===== config.mk =====
export PLATFORM = sky130hd
export DESIGN_NAME = countdown_timer_4_bit
export DESIGN_NICKNAME = d
export VERILOG_FILES = /design/src/rtl/countdown_timer_4_bit.sv
export SDC_FILE = /design/constraint.sdc
export NUM_CORES = 1
export LEC_CHECK = 0
export CAP_MARGIN = 5
export CORE_AREA = 2 2 39 41
export CTS_CLUSTER_SIZE = 28
export DETAILED_ROUTE_END_ITERATION = 10
export DIE_AREA = 0 0 41 43
export SLEW_MARGIN = 5
export SYNTH_ARGS = -nofsm -noshare
export SYNTH_HDL_FRONTEND = slang
export SYNTH_SLANG_ARGS = --single-unit

===== constraint.sdc =====
create_clock -name clk -period 1.44 [get_ports clk]
set_input_delay 0.144 -clock clk [delete_from_list [all_inputs] [get_ports clk]]
set_output_delay 0.144 -clock clk [all_outputs]
set_load 0.03 [all_outputs]

===== src/rtl/countdown_timer_4_bit.sv =====
// countdown_timer_4_bit
// Loadable 4-bit countdown timer wrapped around an external combinational
// decrementor (decrementor_4_bit). The current count is driven out on dec_in
// and the decremented value comes back on dec_out; this block never computes
// count-1 itself. Control: load > stop > start. Outputs: busy (RUN level) and
// a registered one-cycle done pulse on expiry.
//
// Optional feature macro: COUNTDOWN_AUTO_RELOAD_EN
//   When defined, expiry in RUN with a non-zero reload value reloads the count
//   and keeps running, pulsing done once per period instead of stopping.
//   When undefined, the timer is single-shot and the reload value has no
//   observable effect, so no reload register is kept.
module countdown_timer_4_bit (
    input  logic       clk,
    input  logic       rst_n,
    input  logic       load,
    input  logic [3:0] load_val,
    input  logic       start,
    input  logic       stop,
    input  logic [3:0] dec_out,
    output logic [3:0] dec_in,
    output logic [3:0] count,
    output logic       busy,
    output logic       done
);

    typedef enum logic [1:0] {
        IDLE = 2'd0,
        RUN  = 2'd1,
        HOLD = 2'd2,
        DONE = 2'd3
    } state_t;

    state_t     state;
    state_t     state_next;
    logic [3:0] count_next;
    logic       done_next;
    logic       reload_pulse;

`ifdef COUNTDOWN_AUTO_RELOAD_EN
    logic [3:0] reload;
    logic [3:0] reload_next;
`endif

    // The decrementor operand is always the live registered count.
    assign dec_in = count;
    assign busy   = (state == RUN);

    // State, count and done flag registers; reset clears everything at once.
    always_ff @(posedge clk or negedge rst_n) begin
        if (!rst_n) begin
            state <= IDLE;
            count <= 4'd0;
            done  <= 1'b0;
        end else begin
            state <= state_next;
            count <= count_next;
            done  <= done_next;
        end
    end

`ifdef COUNTDOWN_AUTO_RELOAD_EN
    // Reload value captured on every load, used to restart the count on expiry.
    always_ff @(posedge clk or negedge rst_n) begin
        if (!rst_n) begin
            reload <= 4'd0;
        end else begin
            reload <= reload_next;
        end
    end
`endif

    // Next-state and next-count decode; load overrides everything, then stop, then start.
    always_comb begin
        state_next   = state;
        count_next   = count;
        reload_pulse = 1'b0;
`ifdef COUNTDOWN_AUTO_RELOAD_EN
        reload_next  = reload;
`endif
        if (load) begin
            count_next = load_val;
            state_next = IDLE;
`ifdef COUNTDOWN_AUTO_RELOAD_EN
            reload_next = load_val;
`endif
        end else begin
            case (state)
                IDLE: begin
                    if (start) begin
                        if (count != 4'd0) begin
                            state_next = RUN;
                        end else begin
                            state_next = DONE;
                        end
                    end
                end
                RUN: begin
                    if (stop) begin
                        state_next = HOLD;
                    end else begin
                        count_next = dec_out;
                        if (count == 4'd1) begin
`ifdef COUNTDOWN_AUTO_RELOAD_EN
                            if (reload != 4'd0) begin
                                count_next   = reload;
                                reload_pulse = 1'b1;
                            end else begin
                                state_next = DONE;
                            end
`else
                            state_next = DONE;
`endif
                        end
                    end
                end
                HOLD: begin
                    if (start) begin
                        state_next = RUN;
                    end
                end
                DONE: begin
                    state_next = IDLE;
                    count_next = 4'd0;
                end
                default: begin
                    state_next = IDLE;
                    count_next = 4'd0;
                end
            endcase
        end
    end

    // done is registered so it is high exactly for the cycle spent in DONE
    // or the cycle after an auto-reload.
    always_comb begin
        done_next = (state_next == DONE) || reload_pulse;
    end

endmodule


==> reports/metrics.csv, run 1 <==
stage,metric,value,unit
floorplanning,DIE HEIGHT,43,um
timing,total negative slack,0,ns
setup_path,CP peak stage delay,0.66,ns
drt,Vias/cell,4.76,
cts,Longest Clk Path Bufs,2,
setup_path,Crit Reg-Reg Startpoint,count[1]$_DFFE_PN0P_,
drt,Wirelength per Cell,12.2,um
layout,fin cells,79,
yosys,"EDFF count, synth",0,
setup_path,WP depth,1,
timing,Max-slew headroom,72.4,%
yosys,area of the mapped netlist,374,um^2
grt,first-pass GRT wire length,1.46,mm
cts,clock latency on the worst-skew pair,0.25,ns
timing,Max Clock Skew,0.00223,ns
drt,remaining antenna violation count,0,
yosys,post-synthesis sequential area ratio,46.8,%
yosys,most numerous cell in the Yosys netlist,dfrtp_1,
layout,# nets final,77,
drt,drt drc,0,
place,Final GP Congestion,0.732,
yosys,post-synthesis cell type count,17,
timing,fin. max-slew vios,0,
cts,clock root buffer,clkbuf_4,
floorplanning,die area,1760,um^2
grt,vias in the first global route,343,
timing,fin crit share,95.5,%
cts,CTS tree,yes,
yosys,Syn Inst Count,38,
setup_path,Worst setup endpoint,done,
status,status,finished clean,
layout,final core utilization,44.9,%
timing,Achievable Freq,727,MHz
cts,clk sinks,7,
setup_path,critical path type,flip-flop to primary output,
setup_path,flop2flop setup slack,0.23,ns
place,placed insts,75,
timing,RSZ-0062 raised after global routing,no,
layout,layout cells sized above 1,14.3,%
setup_path,Critical Path AT,1.23,ns
setup_path,"delay-heaviest family, CP",buffers and inverters,
grt,grt total ovfl,0,
yosys,Area contributors post-synth,"dfrtp_1, a2bb2oi_1, buf_4, nand2_1, o21ai_0",
timing,endpoints failing setup,0,
floorplanning,row cnt,14,
layout,Syn-to-layout area delta,66.2,%
layout,Inserted Diodes,0,
timing,fin worst setup slack,0.0653,ns
pwr,Leak,0.000282,uW
setup_path,CP Max Fanout,1,
setup_path,Buf/Inv on CP,1,
yosys,Synth area leader,dfrtp_1,
drt,Detailed Routing Iterations Pass 1,2,
setup_path,Critical Path RT,1.30,ns
setup_path,critical path's slowest cell,clkdlybuf4s50_1,
yosys,Synth top cells by count,"dfrtp_1, nand2_1, a2bb2oi_1, buf_4, o21ai_0",
pwr,VDD IR-drop max,0.508,mV
drt,DR iter-0 viols,5,
setup_path,FF-to-FF End,done$_DFF_PN0_,
setup_path,CP cell instances,clkdlybuf4s50_1,
cts,Worst-path clk slew,0.05,ns
yosys,Post-synth top flop,dfrtp_1,
setup_path,startpoint class of the critical path,flip-flop,
place,Buffers on Ports,22,
grt,largest net degree at the start of global routing,8,
place,Setup WS pre-CTS,0.156,ns
setup_path,Critical Path End Type,primary output,
floorplanning,Ports,23,
floorplanning,Core Box Area,1380,um^2
drt,Via Count,376,
yosys,Ys Warns,0,
grt,initial antenna violation count,0,
setup_path,Worst R2R Path Depth,3,
timing,minimum clock period,1.37,ns
hold_path,worst hold path type,input port to async pin,
cts,CTS H-tree depth,1,
setup_path,CP startpoint,done$_DFF_PN0_,
floorplanning,Initial Utilization,27.0,%
floorplanning,die span in x,41,um
cts,CTS Buf Count,3,
place,hpwl dp,713,um
pwr,Power Total,640,uW
timing,worst-margin pin slew,0.411,ns
timing,endpoints failing hold,0,
cts,Post-CTS Hold Buffers,0,
drt,drt total wl,966,um
grt,gr usage total,13.0,%
pwr,pwr dens,1030,nW/um^2
run,Max-cap violations,0,
yosys,Synthesized Nets,51,
yosys,Syn Area/Cell,9.84,um^2
yosys,"Async S/R FF share, synth",100,%
yosys,"flops & latches, synth",7,
yosys,post-synth top area share,46.8,%
-- final cells by class --
class                      count  area, um^2
tap                           16        20.0
sequential                     7         175
clock buffer                   4        26.3
fill                         137         762
inverter                       1        3.75
multi-input combinational     26         165
timing repair buffer          25         231
-- placed cells by master (no fill, tap or decap), drive strengths merged --
cell	instances
nand2b	2
clkdlybuf4s50	13
dlygate4sd2	9
nor2	2
nor3	2
o21ai	5
a2bb2oi	4
a311oi	1
a21oi	2
mux2i	1
nor2b	1
buf	3
dfrtp	7
nand2	5
inv	1
clkbuf	4
nor4	1
-- where the power goes --
group          switching, uW  internal [uW]  total, uW  leakage [uW]
clock network           75.0            106        181     0.0000150
logic                    125           98.1        223      0.000179
registers               19.1            217        237     0.0000875
total                    219            422        640      0.000282
-- worst min-delay path by stage --
| stage | endpoint | slack, ns | cells after the start |
|---|---|---|---|
| final | count[0]$_DFFE_PN0P_ | 0.15 | 1 |
| after global routing | count[2]$_DFFE_PN0P_ | 0.18 | 1 |
| after CTS | count[2]$_DFFE_PN0P_ | 0.16 | 1 |
| after detailed placement | state[0]$_DFF_PN0_ | 0.42 | 1 |
| after global placement | done$_DFF_PN0_ | 0.43 | 1 |
| after floorplan | count[0]$_DFFE_PN0P_ | -0.15 | 0 |
-- repair_timing --
action | 4_1_cts | 5_1_grt
buffers inserted | 0 | 0
endpoints found under the setup margin | 9 | 0
gates resized for setup | 9 | 0
-- metal layers --
layer | vias up | part of all wire, % | track usage (%)
met5 | - | 0 | 0
met4 | 0 | 3.3 | 10.0
met3 | 4 | 6.8 | 4.71
met2 | 14 | 45 | 17.5
met1 | 176 | 45 | 15.8
li1 | 182 | - | -
-- metrics by stage --
stage	area [um^2]	hold WS (ns)
2_1_floorplan	374	-0.152
3_3_place_gp	607	0.430
3_5_place_dp	607	0.424
4_1_cts	622	0.161
5_1_grt	622	0.178
6_report	622	0.154
-- state kept, by name (all words and copies together) (netlist names) --
register,count
count,4
done,1
state,2
-- cells by family after synthesis --
kind of cell    after synthesis  share of synthesized area, %
simple gates                 13                          19.4
mux                           1                          2.68
compound gates               12                          22.1
flops                         7                          46.8
buf+inv                       5                          9.03
Power figures use the tool's default switching activity.
==> inputs of run 2 (changes only) <==
--- a/config.mk
+++ b/config.mk
@@ -5,7 +5,6 @@
 export SDC_FILE = /design/constraint.sdc
 export NUM_CORES = 1
 export LEC_CHECK = 0
-export CAP_MARGIN = 5
 export CORE_AREA = 2 2 39 41
 export CTS_CLUSTER_SIZE = 28
 export DETAILED_ROUTE_END_ITERATION = 10
==> results of run 2 <==
Same layout as run 1: the final DEF is identical, and so are final timing and power.
